$ cat config.mk
export PLATFORM = sky130hd
export DESIGN_NAME = elevator_request_scheduler
export DESIGN_NICKNAME = d
export VERILOG_FILES = /design/src/rtl/elevator_request_scheduler.sv
export SDC_FILE = /design/constraint.sdc
export NUM_CORES = 1
export LEC_CHECK = 0
export ABC_CLOCK_PERIOD_IN_PS = 4050
export CAP_MARGIN = 5
export CORE_AREA = 2 2 66 68
export DETAILED_ROUTE_END_ITERATION = 6
export DIE_AREA = 0 0 68 70
export PLACE_DENSITY = 0.88
export REMOVE_ABC_BUFFERS = 1
export SLEW_MARGIN = 30
export SYNTH_ARGS = -nofsm -noshare
export SYNTH_HDL_FRONTEND = slang
export SYNTH_SLANG_ARGS = --single-unit
$ cat constraint.sdc
create_clock -name clk -period 4.05 [get_ports clk]
set_input_delay 0.81 -clock clk [delete_from_list [all_inputs] [get_ports clk]]
set_output_delay 0.81 -clock clk [all_outputs]
set_load 0.02 [all_outputs]
$ cat src/rtl/elevator_request_scheduler.sv
// LOOK-policy floor call scheduler: latches button calls, hands one target at a
// time to the motion controller over valid/ready, then holds the door at each stop.
module elevator_request_scheduler #(
    parameter int NUM_FLOORS = 10,
    parameter int DOOR_HOLD  = 16
) (
    input  logic                  clk,
    input  logic                  reset,
    input  logic [NUM_FLOORS-1:0] call_btn,
    input  logic [3:0]            current_floor,
    input  logic                  arrived,
    output logic [3:0]            target_floor,
    output logic                  target_valid,
    input  logic                  target_ready,
    output logic [NUM_FLOORS-1:0] pending,
    output logic                  direction_up,
    output logic                  door_open,
    output logic                  busy
);
    localparam int HOLD_W = (DOOR_HOLD > 1) ? $clog2(DOOR_HOLD) : 1;
    localparam logic [HOLD_W-1:0] HOLD_LAST = HOLD_W'(DOOR_HOLD - 1);

    typedef enum logic [1:0] {IDLE, DISPATCH, TRAVEL, DOOR} state_t;

    state_t                  state_reg;
    logic [HOLD_W-1:0]       hold_cnt_reg;
    logic [NUM_FLOORS-1:0]   pending_reg;
    logic [NUM_FLOORS-1:0]   cf_hit;
    logic [NUM_FLOORS-1:0]   tgt_hit;
    logic [NUM_FLOORS-1:0]   above_mask;
    logic [NUM_FLOORS-1:0]   below_mask;
    logic [NUM_FLOORS-1:0]   clear_mask;
    logic                    here_call;
    logic                    arrive_ok;
    logic                    found_above;
    logic                    found_below;
    logic [3:0]              lowest_above;
    logic [3:0]              highest_below;
    logic [3:0]              target_next;
    logic                    direction_next;

    // A current_floor beyond the served range matches no bit, so it simply
    // sees every pending call as below it.
    generate
        for (genvar gi = 0; gi < NUM_FLOORS; gi++) begin : g_floor
            assign cf_hit[gi]     = (current_floor == 4'(gi));
            assign tgt_hit[gi]    = (target_floor == 4'(gi));
            assign above_mask[gi] = pending_reg[gi] && (4'(gi) > current_floor);
            assign below_mask[gi] = pending_reg[gi] && (4'(gi) < current_floor);
        end
    endgenerate

    assign here_call = |((pending_reg | call_btn) & cf_hit);
    assign arrive_ok = arrived && (current_floor == target_floor);
    assign pending   = pending_reg;
    assign busy      = (state_reg != IDLE);

    always_comb begin
        found_above   = 1'b0;
        found_below   = 1'b0;
        lowest_above  = 4'd0;
        highest_below = 4'd0;
        for (int i = 0; i < NUM_FLOORS; i++) begin
            if (above_mask[i] && !found_above) begin
                found_above  = 1'b1;
                lowest_above = 4'(i);
            end
            if (below_mask[i]) begin
                found_below   = 1'b1;
                highest_below = 4'(i);
            end
        end
    end

    // Keep sweeping in the current direction; reverse only when it runs dry.
    always_comb begin
        target_next    = target_floor;
        direction_next = direction_up;
        if (direction_up) begin
            if (found_above) begin
                target_next = lowest_above;
            end else begin
                direction_next = 1'b0;
                target_next    = highest_below;
            end
        end else begin
            if (found_below) begin
                target_next = highest_below;
            end else begin
                direction_next = 1'b1;
                target_next    = lowest_above;
            end
        end
    end

    always_comb begin
        clear_mask = '0;
        case (state_reg)
            IDLE:    if (here_call) clear_mask = cf_hit;
            TRAVEL:  if (arrive_ok) clear_mask = tgt_hit;
            DOOR:    clear_mask = cf_hit;
            default: clear_mask = '0;
        endcase
    end

    always_ff @(posedge clk or posedge reset) begin
        if (reset) begin
            state_reg    <= IDLE;
            pending_reg  <= '0;
            target_floor <= 4'd0;
            target_valid <= 1'b0;
            direction_up <= 1'b1;
            door_open    <= 1'b0;
            hold_cnt_reg <= '0;
        end else begin
            pending_reg <= (pending_reg | call_btn) & ~clear_mask;
            case (state_reg)
                IDLE: begin
                    if (here_call) begin
                        state_reg    <= DOOR;
                        door_open    <= 1'b1;
                        hold_cnt_reg <= HOLD_LAST;
                    end else if (|pending_reg) begin
                        state_reg    <= DISPATCH;
                        target_floor <= target_next;
                        direction_up <= direction_next;
                        target_valid <= 1'b1;
                    end
                end
                DISPATCH: begin
                    if (target_ready) begin
                        target_valid <= 1'b0;
                        state_reg    <= TRAVEL;
                    end
                end
                TRAVEL: begin
                    if (arrive_ok) begin
                        state_reg    <= DOOR;
                        door_open    <= 1'b1;
                        hold_cnt_reg <= HOLD_LAST;
                    end
                end
                DOOR: begin
                    if (hold_cnt_reg == '0) begin
                        door_open <= 1'b0;
                        state_reg <= IDLE;
                    end else begin
                        hold_cnt_reg <= hold_cnt_reg - 1'b1;
                    end
                end
                default: state_reg <= IDLE;
            endcase
        end
    end
endmodule

# Yosys cells after proc, flatten, opt, wreduce, memory -nomap -nowiden
# Index checks and enable logic that the tools add are counted.
totals:
  elab_cells: 181
  out_inout_bits: 18
  in_bits: 18
  reg_bits: 23
classes:
  mux: 65
  n_addsub: 1
  bitwise_logic: 5
  reduce_logical: 53
  order_cmp: 20
  eq_ne: 30
ops:
  columns: ["cell", "n"]
  rows:
  - ["$mux 4", 22]
  - ["$eq 4x3->1 const B", 8]
  - ["$mux 1", 31]
  - ["$logic_and 1x1->1", 30]
  - ["$pmux 10 s3", 1]
  - ["$and 10x10->10", 2]
  - ["$mux 10", 2]
  - ["$reduce_or 10->1", 2]
  - ["$eq 4x2->1 const B", 4]
  - ["$eq 4x4->1 const B", 4]
  - ["$gt 3x4->1 const A", 4]
  - ["$lt 3x4->1 const A", 4]
  - ["$reduce_and 4->1", 4]
  - ["$ne 2x2->1 const B", 7]
  - ["$logic_not 4->1", 3]
  - ["$pmux 4 s3", 1]
  - ["$mux 2", 5]
  - ["$not 10->10", 1]
  - ["$or 10x10->10", 1]
  - ["$logic_not 1->1", 9]
  - ["$eq 4x1->1 const B", 2]
  - ["$gt 1x4->1 const A", 2]
  - ["$gt 2x4->1 const A", 2]
  - ["$gt 4x4->1 const A", 2]
  - ["16 further kinds", 21]

# Longest topological paths before layout
depth:
  depth_word: 32
  depth_mapped: 9
  ltp_nobuf: 7

# Worst setup path before layout
# OpenSTA, ideal clock, no wires.
synth_path:
  path_kind: "input port to flip-flop"
  start: "input port current_floor[2]"
  end: "register pending_reg[9], in the netlist pending[9]"
  stages: 7
  required_ns: 3.907
  path_buffers: 1
  setup_time_ns: 0.143
  t_arrival_ns: 2.186
  path_slack_ns: 1.721
  path_cell_list: "buf_4 -> xor2_1 -> nor4_4 -> nand2_1 -> or4b_1 -> o21ai_0 -> a41oi_1"
synth_between:
  elab_chain_cells: 7
  elab_cells_between_ends: 19
  cone_classes: "10 x eq/ne; 3 x mux; 3 x bitwise; 3 x reduce/logical"
synth_rtl:
  columns: ["item", "line_no", "rtl"]
  rows:
  - ["start, declared", "10", "input logic [3:0] current_floor,"]
  - ["$eq 4x1->1, or another cell as far along", "46", "assign cf_hit[gi] = (current_floor == 4'(gi));"]
  - ["$and 10x10->10", "53", "assign here_call = |((pending_reg | call_btn) & cf_hit);"]
  - ["$reduce_or 10->1", "53", null]
  - ["$mux 10", "99", "IDLE: if (here_call) clear_mask = cf_hit;"]
  - ["$pmux 10 s3 (*)", "98", "case (state_reg)"]
  - ["$not 10->10 (*)", "116", "pending_reg <= (pending_reg | call_btn) & ~clear_mask;"]
  - ["$and 10x10->10 (*)", "116", null]
  - ["end signal, assigned", "116", null]
  - ["end, declared", "27", "logic [NUM_FLOORS-1:0] pending_reg;"]
# Every way passes the cells marked *; elsewhere a longest branch is shown, timed or not.
# A chain may end at the register's enable or synchronous reset.

# Worst setup path after layout
layout_path:
  start: "input port current_floor[2]"
  end: "register pending_reg[7], in the netlist pending[7]"
# Same word-level chain as after synthesis.

==> results.yml <==
run_status:
  status: "finished clean"
synth:
  ys_seq_elements: 23
  synth-edff-count: 0
  yosys_warnings: 0
  syn_inst: 250
  postSynth.asyncResetShare: 1.00
  yosysTopAreaCell: "dfrtp_1"
  ys_top_cells_by_area: "dfrtp_1 26%, a21oi_1 3.8%, nor2_1 3.7%"
  synth_top_cell_area_share: 0.258
  synth_area_sq_um: 2130
  syn_area_per_cell_sq_um: 8.52
  yosysMostFrequentCell: "dfrtp_1"
  ys.flop_type: "dfrtp_1"
  yosysUniqueCellTypes: 73
  synth_common_cells: "22 x dfrtp_1, 21 x nor2_1, 20 x nand2_1"
  ys_seq_area_frac: 0.271
floorplan:
  initial_core_util: 0.514
  die-area_sq_um: 4760
  die_width_um: 68
  boundaryPins: 36
  rows: 24
  die_height_um: 70
  coreArea_sq_um: 4140
critical_path:
  worst-setup-path-type: "in2reg"
  startpoint_type: "input pin"
  end_kind: "flip-flop"
  crit_path_max_fanout: 17
  worst-endpoint-arrival_ns: 3.29
  crit_chain: "clkdlybuf4s50_1 -> nand2b_1 -> o311a_1 -> a21o_1 -> a21oi_4 -> and2b_4 -> a311oi_2"
  slowest_delay_ns: 0.93
  rrSetupSlack_ns: 1.82
  timing.critical_path.slowest_stage_cell: "clkdlybuf4s50_1"
  critPathRequiredTime_ns: 4.17
clock_network:
  clockRootBuffer: "clkbuf_8"
  cts_setup_buffers: 0
  clockBufferDepth: 2
  holdBufCountCts: 0
  clock_sinks: 23
  ctsResizeCount: 0
  clkTransAtPathRegs_ns: 0.08
  insertion_delay_ns: 0.26
  cts_tree: "built"
  htreeDepth: 1
  cts_buffers: 3
grt:
  overflow: 0
  grt_antenna_before_repair: 0
  grt_start_max_net_pins: 32
  grtUsageTotal: 0.248
  grt_pass1_vias: 2012
  grt_pass1_wl_um: 9350
finish:
  stdcell_count: 332
  largest_reg_flops: 10
  drive_above_1_share: 0.118
  num_antenna_cells: 0
  layout.nets: 305
  fin_area_sq_um: 2530
  syn_to_final_growth_pct: 18.7
power:
  powerDensity_nw_per_um2: 457
  p_sw_w: 0.000525
  swShare: 0.454
  clock_power_share: 0.124
  seqPwrFrac: 0.324
  p_int_w: 0.000630
  power_frac_comb: 0.552
  ir_worst_vdd_v: 0.000302
  leakagePower_nw: 0.921
detailed_routing:
  drc: 0
  viasPerCell: 6.40
  totalWireLength_um: 5810
  via_count: 2126
  wl_per_cell_um: 17.5
  first_pass_iters: 5
  drtIter0Drc: 415
  ant_nets: 0
sta:
  setup_viol: 0
  maxSlewViolCount: 0
  rsz0062_at_grt: "false"
  fin_skew_ns: 0.00340
  slew_headroom: 0.525
  max_slew.worst_pin.slew_ns: 0.711
  min_period_ns: 3.17
  finalHoldViolCount: 0
  post-route-period-util: 0.783
  fmax_mhz: 316
  finalSetupTns_ns: 0
worst_hold_path:
  hold_class: "reg2reg"
placement:
  dpl.hpwl_um: 4310
  gp_congestion: 0.982
  post_dp_cell_area_sq_um: 2480
  placedCellCount: 328
  io_buffers: 35
job:
  drv_cap: 0
## power groups by stage
| stage | registers [W] | logic [W] | clock network [W] |
|---|---|---|---|
| CTS | 0.000372 | 0.000635 | 0.000144 |
| global route | 0.000380 | 0.000695 | 0.000157 |
| floorplan | 0.000389 | 0.000400 | 0 |
| finish | 0.000374 | 0.000638 | 0.000143 |
| detailed placement | 0.000377 | 0.000631 | 0 |
| global placement | 0.000375 | 0.000618 | 0 |
## per-layer routing
metal / GRT usage / up-vias / part of all wire
li1: - / 1014 / -
met1: 0.335 / 981 / 0.43
met2: 0.411 / 115 / 0.48
met3: 0.0354 / 16 / 0.075
met4: 0.0600 / 0 / 0.020
met5: 0 / - / 0
## stage by stage
step	utilization	hold slack [ns]	setup slack, ns	total power (W)
detailed placement	0.599	0.509	0.642	0.00101
floorplan	-	0.516	1.77	0.000790
global placement	0.599	0.493	0.702	0.000993
CTS	0.610	0.531	0.919	0.00115
global route	0.610	0.560	0.761	0.00123
finish	0.610	0.530	0.881	0.00116
## logic make-up (layout without fill, tap and decap cells)
| family | after synthesis | in the layout | share of synthesized area |
|---|---|---|---|
| flip-flops | 23 | 23 | 0.271 |
| adder cells (fa/ha/maj) | 6 | 6 | 0.0352 |
| AND/OR/NAND/NOR | 96 | 96 | 0.255 |
| buffers and inverters | 26 | 56 | 0.0669 |
| AO/OA/AOI/OAI | 89 | 89 | 0.326 |
| multiplexers | 6 | 6 | 0.0294 |
| XOR/XNOR | 4 | 4 | 0.0164 |
## worst max-delay path, delay by kind of cell
family / cells / cell delay [ns]
compound gates: 4 / 1.04
buf+inv: 1 / 0.93
simple gates: 2 / 0.49
## worst paths after layout
| kind | to | depth (start not counted) | startpoint |
|---|---|---|---|
| hold reg to reg | target_valid$_DFFE_PP0P_ | 2 | target_valid$_DFFE_PP0P_ |
| setup / recovery | pending[7]$_DFF_PP0_ | 7 | current_floor[2] |
| hold / removal | target_valid$_DFFE_PP0P_ | 2 | target_valid$_DFFE_PP0P_ |
| max in group asynchronous | direction_up$_DFFE_PP1P_ | 2 | reset |
| setup reg to reg | pending[7]$_DFF_PP0_ | 7 | pending[8]$_DFF_PP0_ |
| min in group asynchronous | target_floor[2]$_DFFE_PP0P_ | 2 | reset |
## area by class of cell
type                    instances  area [sq um]
clock buffers                   3          41.3
inverters                      13          48.8
repair buffers                 39           380
flip-flops and latches         23           577
multi-input cells             201          1410
well taps                      52          65.1
clock inverters                 1          5.00
fillers                       385          1620
## cell usage in the layout, fill, tap and decap left out, types with 4 or more instances in the layout
master	count
clkdlybuf4s50_1	35
dfrtp_1	22
nor2_1	21
nand2_1	20
a21oi_1	16
o21ai_0	13
inv_1	12
nor3_1	8
nor2b_1	7
o22ai_1	7
ha_1	6
nor4_1	5
nand3_1	5
nand2b_1	4
mux2i_1	4
buf_4	4
Power figures use the tool's default switching activity.
